[src/rtl/mult_arb_pkg.sv]
`default_nettype none
// ----------------------------------------------------------------------
// mult_arb_pkg: FSM state encoding and index-width helper for mult_arbiter
// Revision: 1.0
// ----------------------------------------------------------------------
package mult_arb_pkg;

  typedef enum logic [2:0] {
    IDLE      = 3'd0,
    ISSUE     = 3'd1,
    WAIT_CLR  = 3'd2,
    WAIT_DONE = 3'd3,
    RESP      = 3'd4
  } arb_state_e;

  // Index width for m requesters; a single requester still needs one bit.
  function automatic int idx_w(input int m);
    return (m > 1) ? $clog2(m) : 1;
  endfunction

endpackage
`default_nettype wire

[src/rtl/mult.sv]
`default_nettype none
// ----------------------------------------------------------------------
// mult: iterative shift-and-add unsigned multiplier, N cycles per product
// Revision: 1.0
// ----------------------------------------------------------------------
module mult #(
  parameter int N = 32
) (
  input  logic           reset,
  input  logic           start,
  input  logic           clk,
  input  logic [N-1:0]   A,
  input  logic [N-1:0]   B,
  output logic [2*N-1:0] O,
  output logic           Finish
);

  localparam int CW = $clog2(N + 1);

  logic           run_q, run_d;
  logic [CW-1:0]  cnt_q, cnt_d;
  logic [2*N-1:0] acc_q, acc_d;
  logic [2*N-1:0] mcand_q, mcand_d;
  logic [N-1:0]   mplier_q, mplier_d;
  logic           fin_q, fin_d;

  always_comb begin
    run_d    = run_q;
    cnt_d    = cnt_q;
    acc_d    = acc_q;
    mcand_d  = mcand_q;
    mplier_d = mplier_q;
    fin_d    = fin_q;
    if (start) begin
      run_d    = 1'b1;
      cnt_d    = CW'(N);
      acc_d    = '0;
      mcand_d  = {{N{1'b0}}, A};
      mplier_d = B;
      fin_d    = 1'b0;
    end else if (run_q) begin
      if (mplier_q[0]) acc_d = acc_q + mcand_q;
      mcand_d  = mcand_q << 1;
      mplier_d = mplier_q >> 1;
      cnt_d    = cnt_q - CW'(1);
      // Finish is a level: it stays high until the next start.
      if (cnt_q == CW'(1)) begin
        run_d = 1'b0;
        fin_d = 1'b1;
      end
    end
  end

  always_ff @(posedge clk or posedge reset) begin
    if (reset) begin
      run_q    <= 1'b0;
      cnt_q    <= '0;
      acc_q    <= '0;
      mcand_q  <= '0;
      mplier_q <= '0;
      fin_q    <= 1'b0;
    end else begin
      run_q    <= run_d;
      cnt_q    <= cnt_d;
      acc_q    <= acc_d;
      mcand_q  <= mcand_d;
      mplier_q <= mplier_d;
      fin_q    <= fin_d;
    end
  end

  assign O      = acc_q;
  assign Finish = fin_q;

endmodule
`default_nettype wire

[src/rtl/rr_pick.sv]
`default_nettype none
// ----------------------------------------------------------------------
// rr_pick: combinational round-robin selector starting the search at ptr
// Revision: 1.0
// ----------------------------------------------------------------------
module rr_pick
  import mult_arb_pkg::*;
#(
  parameter int M    = 4,
  parameter int IDXW = idx_w(M)
) (
  input  logic [M-1:0]    req,
  input  logic [IDXW-1:0] ptr,
  output logic [M-1:0]    gnt,
  output logic [IDXW-1:0] idx,
  output logic            any
);

  always_comb begin
    int   c;
    logic found;
    c     = 0;
    found = 1'b0;
    gnt   = '0;
    idx   = '0;
    for (int k = 0; k < M; k++) begin
      c = int'(ptr) + k;
      if (c >= M) c = c - M;
      if (!found && req[c]) begin
        gnt[c] = 1'b1;
        idx    = IDXW'(c);
        found  = 1'b1;
      end
    end
    any = found;
  end

endmodule
`default_nettype wire

[src/rtl/mult_arbiter.sv]
`default_nettype none
// ----------------------------------------------------------------------
// mult_arbiter: round-robin front end sharing one mult among M requesters
// Revision: 1.0
// ----------------------------------------------------------------------
module mult_arbiter
  import mult_arb_pkg::*;
#(
  parameter int N = 32,
  parameter int M = 4
) (
  input  logic           clk,
  input  logic           reset,
  input  logic [M-1:0]   req,
  input  logic [M*N-1:0] a_in,
  input  logic [M*N-1:0] b_in,
  output logic [M-1:0]   gnt,
  output logic [M-1:0]   done,
  output logic [2*N-1:0] result,
  output logic           busy
);

  localparam int IDXW = idx_w(M);

  arb_state_e     state_q, state_d;
  logic [IDXW-1:0] ptr_q, ptr_d;
  logic [IDXW-1:0] idx_q, idx_d;
  logic [N-1:0]    a_q, a_d;
  logic [N-1:0]    b_q, b_d;
  logic [2*N-1:0]  result_q, result_d;

  logic [M-1:0]    pick_gnt;
  logic [IDXW-1:0] pick_idx;
  logic            pick_any;
  logic [N-1:0]    a_sel, b_sel;

  logic            mult_rst;
  logic            mult_start;
  logic            mult_fin;
  logic [2*N-1:0]  mult_out;

  assign mult_rst = ~reset;

  rr_pick #(
    .M    (M),
    .IDXW (IDXW)
  ) u_pick (
    .req (req),
    .ptr (ptr_q),
    .gnt (pick_gnt),
    .idx (pick_idx),
    .any (pick_any)
  );

  always_comb begin
    a_sel = '0;
    b_sel = '0;
    for (int i = 0; i < M; i++) begin
      if (pick_gnt[i]) begin
        a_sel = a_in[i*N +: N];
        b_sel = b_in[i*N +: N];
      end
    end
  end

  mult #(
    .N (N)
  ) u_mult (
    .reset  (mult_rst),
    .start  (mult_start),
    .clk    (clk),
    .A      (a_q),
    .B      (b_q),
    .O      (mult_out),
    .Finish (mult_fin)
  );

  always_comb begin
    state_d    = state_q;
    ptr_d      = ptr_q;
    idx_d      = idx_q;
    a_d        = a_q;
    b_d        = b_q;
    result_d   = result_q;
    gnt        = '0;
    done       = '0;
    mult_start = 1'b0;
    case (state_q)
      IDLE: begin
        // Grant is gated by reset so it is zero while reset is held.
        if (reset && pick_any) begin
          gnt     = pick_gnt;
          idx_d   = pick_idx;
          a_d     = a_sel;
          b_d     = b_sel;
          ptr_d   = (pick_idx == IDXW'(M - 1)) ? '0 : pick_idx + IDXW'(1);
          state_d = ISSUE;
        end
      end
      ISSUE: begin
        mult_start = 1'b1;
        state_d    = WAIT_CLR;
      end
      WAIT_CLR: begin
        // Finish may still be high from the previous product.
        if (!mult_fin) state_d = WAIT_DONE;
      end
      WAIT_DONE: begin
        if (mult_fin) begin
          result_d = mult_out;
          state_d  = RESP;
        end
      end
      RESP: begin
        done[idx_q] = 1'b1;
        state_d     = IDLE;
      end
      default: state_d = IDLE;
    endcase
  end

  always_ff @(posedge clk or negedge reset) begin
    if (!reset) begin
      state_q  <= IDLE;
      ptr_q    <= '0;
      idx_q    <= '0;
      a_q      <= '0;
      b_q      <= '0;
      result_q <= '0;
    end else begin
      state_q  <= state_d;
      ptr_q    <= ptr_d;
      idx_q    <= idx_d;
      a_q      <= a_d;
      b_q      <= b_d;
      result_q <= result_d;
    end
  end

  assign result = result_q;
  assign busy   = (state_q != IDLE);

endmodule
`default_nettype wire

[config.mk]
export PLATFORM = sky130hd
export DESIGN_NAME = mult_arbiter
export DESIGN_NICKNAME = d
export VERILOG_FILES = /design/src/rtl/mult_arb_pkg.sv /design/src/rtl/mult.sv /design/src/rtl/rr_pick.sv /design/src/rtl/mult_arbiter.sv
export SDC_FILE = /design/constraint.sdc
export NUM_CORES = 1
export LEC_CHECK = 0
export CAP_MARGIN = 20
export CORE_ASPECT_RATIO = 0.8
export CORE_MARGIN = 2
export CORE_UTILIZATION = 25
export CTS_CLUSTER_SIZE = 30
export DETAILED_ROUTE_END_ITERATION = 8
export DONT_BUFFER_PORTS = 1
export GPL_ROUTABILITY_DRIVEN = 0
export GPL_TIMING_DRIVEN = 0
export HOLD_SLACK_MARGIN = 0.03
export PLACE_DENSITY = 0.46
export SYNTH_ARGS = -nofsm -noshare
export SYNTH_HDL_FRONTEND = slang
export SYNTH_SLANG_ARGS = --single-unit
export TNS_END_PERCENT = 30
[constraint.sdc]
create_clock -name clk -period 4.7 [get_ports clk]
set_input_delay 0.94 -clock clk [delete_from_list [all_inputs] [get_ports clk]]
set_output_delay 0.94 -clock clk [all_outputs]
set_load 0.1 [all_outputs]
==> impl_metrics.json <==
{
  "outcome": "complete, no violations",
  "path_cells": "buf_6, clkinvlp_4, ha_4, mux4_2, nor4b_4, a221o_1, buf_8, clkbuf_8, nor2b_4",
  "maxUsedRoutingLayer": "met4",
  "grt_remaining_overflow": 0,
  "route.met3.wl_um": 3330,
  "ant_nets": 0,
  "ios": 335,
  "setup_viol": 0,
  "num_vias": 15612,
  "worstSetupEndpointType": "output port",
  "yosysTopAreaCellShare": 0.419,
  "maxSlewViolCount": 0,
  "synth_seq_area_share": 0.419,
  "synthToLayoutAreaGrowth_pct": 14.5,
  "core_area_sq_um": 71900,
  "m1WireLength_um": 29400,
  "crit_buf_inv": 4,
  "syn_area_sq_um": 18100,
  "ys_types": 73,
  "dpl_cell_area_sq_um": 19400,
  "hpwl_um": 48700,
  "synthFlopType": "dfrtp_1",
  "final_cell_mix": "nand2_1, dfrtp_1, a21oi_1",
  "rrSetupSlack_ns": 0.44,
  "max_slew.worst_pin.slew_ns": 1.12,
  "clk_latency_ns": 0.56,
  "grt_pass1_wl_um": 95800,
  "die_area_sq_um": 74500,
  "clk_pin_slew_ns": 0.06,
  "ys_ff_latch": 303,
  "wl_um": 62700,
  "wl_met2_um": 27900,
  "cts.sinks": 303,
  "synth_warnings": 0,
  "grt_pass1_vias": 15926,
  "placementRows": 88,
  "ctsHtreeMaxLevel": 2,
  "num-nets-final": 2491,
  "worstSetupPathType": "flip-flop to output port",
  "timing.hold.ws_ns": 0.0878,
  "numCtsBuffers": 36,
  "arrival_ns": 3.66,
  "fin_skew_ns": 0.0261,
  "final_layout_size_suffix_gt1_frac": 0.0749,
  "r2r-start": "ptr_q[0]",
  "finalSetupTns_ns": 0,
  "clockBufferDepth": 3,
  "final_common_cell": "nand2_1",
  "required_ns": 3.76,
  "cap_violations": 0,
  "crit_fanout": 10,
  "ys_async_sr_fraction": 1.00,
  "synth_edf_count": 0,
  "hold_viol_final": 0,
  "max-vdd-ir-drop_v": 0.000704,
  "syn_area_per_cell_sq_um": 8.60,
  "period_share": 0.979,
  "cpLargestDelayFamily": "simple AND/OR/NAND/NOR gates",
  "power.density_nw_per_um2": 800,
  "min_period_ns": 4.60,
  "fill_cells": 7715,
  "netlist_instances": 2103,
  "start_util": 0.252,
  "port_buffers": 0,
  "regArea_sq_um": 7580,
  "detail_route.wl_per_cell_um": 20.0,
  "route.detailed.drc": 0,
  "multi_input_area_sq_um": 9850,
  "max_freq_mhz": 217,
  "finalInstanceArea_sq_um": 20700,
  "cts_tree": "built",
  "crit_path_top_delay_cell": "mux4_2",
  "grtUsageTotal": 0.166,
  "crit_path_start": "ptr_q[0]",
  "root_buffer": "clkbuf_16",
  "p_leak_nw": 9.65,
  "drt_iter0_drc": 999,
  "dieWidth_um": 305,
  "startpoint_type": "flip-flop",
  "synth_top_cell_by_area": "dfrtp_1",
  "min_path_type": "input port to asynchronous set/reset pin",
  "grt_antenna_before_repair": 7,
  "cp_slowest_stage_delay_ns": 0.61,
  "die_h_um": 245,
  "synthesis.nets": 2439,
  "netlist_top_cells_area": "dfrtp_1, nand2_1, mux2i_1",
  "first_pass_iters": 5,
  "viasPerCell": 4.99,
  "slew_headroom": 0.256,
  "grt_max_degree": 305
}
stage by stage:
stage / total power, W / cells / utilization / setup WS (ns)
floorplan: 0.0111 / 2103 / - / -0.239
global placement: 0.0135 / 3048 / 0.268 / -0.680
detailed placement: 0.0137 / 3051 / 0.269 / -0.687
CTS: 0.0167 / 3113 / 0.287 / -0.0314
global route: 0.0179 / 3128 / 0.288 / -0.0315
finish: 0.0166 / 3128 / 0.288 / 0.0968
where the power goes:
part / switching, W / internal (W) / leakage (nW)
Combinational: 0.00497 / 0.00287 / 5.04
Sequential: 0.00233 / 0.00357 / 4.03
Clock: 0.00115 / 0.00168 / 0.578
cell usage after synthesis (5+ instances only):
cell,count
a211oi_2,5
nor3_1,17
a22oi_2,31
nand2_1,477
a21o_1,37
a31oi_1,13
a211oi_1,72
a21oi_1,193
buf_1,20
o31ai_1,6
o21ai_1,64
mux2i_1,97
nor3b_1,5
nor2_1,158
xnor2_1,37
nor2b_1,10
a22oi_1,40
xor2_1,22
o21bai_1,15
buf_2,12
nand2b_1,7
nand4_1,17
o21ai_0,112
nand4b_1,5
clkbuf_1,107
ha_1,73
nand3_1,27
buf_6,8
o21a_1,7
and3_1,9
dfrtp_1,303
inv_1,20
o211ai_1,9
and2_1,6
worst register-to-register path: cells and delay by family, from the launching register on:
family / cells / cell delay [ns]
buf+inv: 5 / 1.63
compound gates: 4 / 0.88
mux: 1 / 0.61
flops: 1 / 0.37
simple gates: 1 / 0.33
fa+ha+maj: 1 / 0.30
registers in the layout (all words and copies together) (netlist names):
name and cells:
result 64, u_mult.O 64, u_mult.mcand_q 64, a_q 32, b_q 32, u_mult.mplier_q 32, u_mult.cnt_q 6, state_q 3
idx_q 2, ptr_q 2, u_mult.Finish 1, u_mult.run_q 1
cell type report:
| cell class | instances | area share |
|---|---|---|
| timing repair buffer | 15 | 0.00773 |
| inverter | 21 | 0.00399 |
| multi-input combinational | 1630 | 0.475 |
| tap | 945 | 0.0571 |
| clock buffer | 50 | 0.0510 |
| buffer | 148 | 0.0327 |
| sequential | 303 | 0.366 |
| clock inverter | 10 | 0.00568 |
| antenna | 6 | 0.000725 |
metal layers:
metal,up-vias,track usage
met3,106,0.0309
met2,476,0.265
met1,7472,0.226
met4,0,0.0565
li1,7558,-
met5,-,0
cells by family (layout without fill, tap and decap cells):
family | Yosys count | after routing | share of synthesized area
compound gates | 637 | 637 | 0.227
xor+xnor | 59 | 59 | 0.0286
fa+ha+maj | 74 | 74 | 0.0516
buf+inv | 170 | 244 | 0.0398
flops | 303 | 303 | 0.419
mux | 103 | 103 | 0.0593
other cells | 0 | 6 | 0
simple gates | 757 | 757 | 0.175
final timing paths:
kind                       depth (start not counted)            endpoint
max                                                9              gnt[3]
min                                                0          result[33]
max reg2reg                                       12             a_q[18]
min reg2reg                                        2   u_mult.mcand_q[5]
max in group asynchronous                          0  u_mult.mplier_q[5]
min in group clk                                   2   u_mult.mcand_q[5]
timing repair:
action                     in CTS  in global routing
setup endpoints to repair       4                  3
hold endpoints to repair        0                  0
buffers inserted                3                  9
pin swaps                       4                  0
hold buffers                    0                  0
resized for setup              21                  2
(Power assumes the default switching activity.)
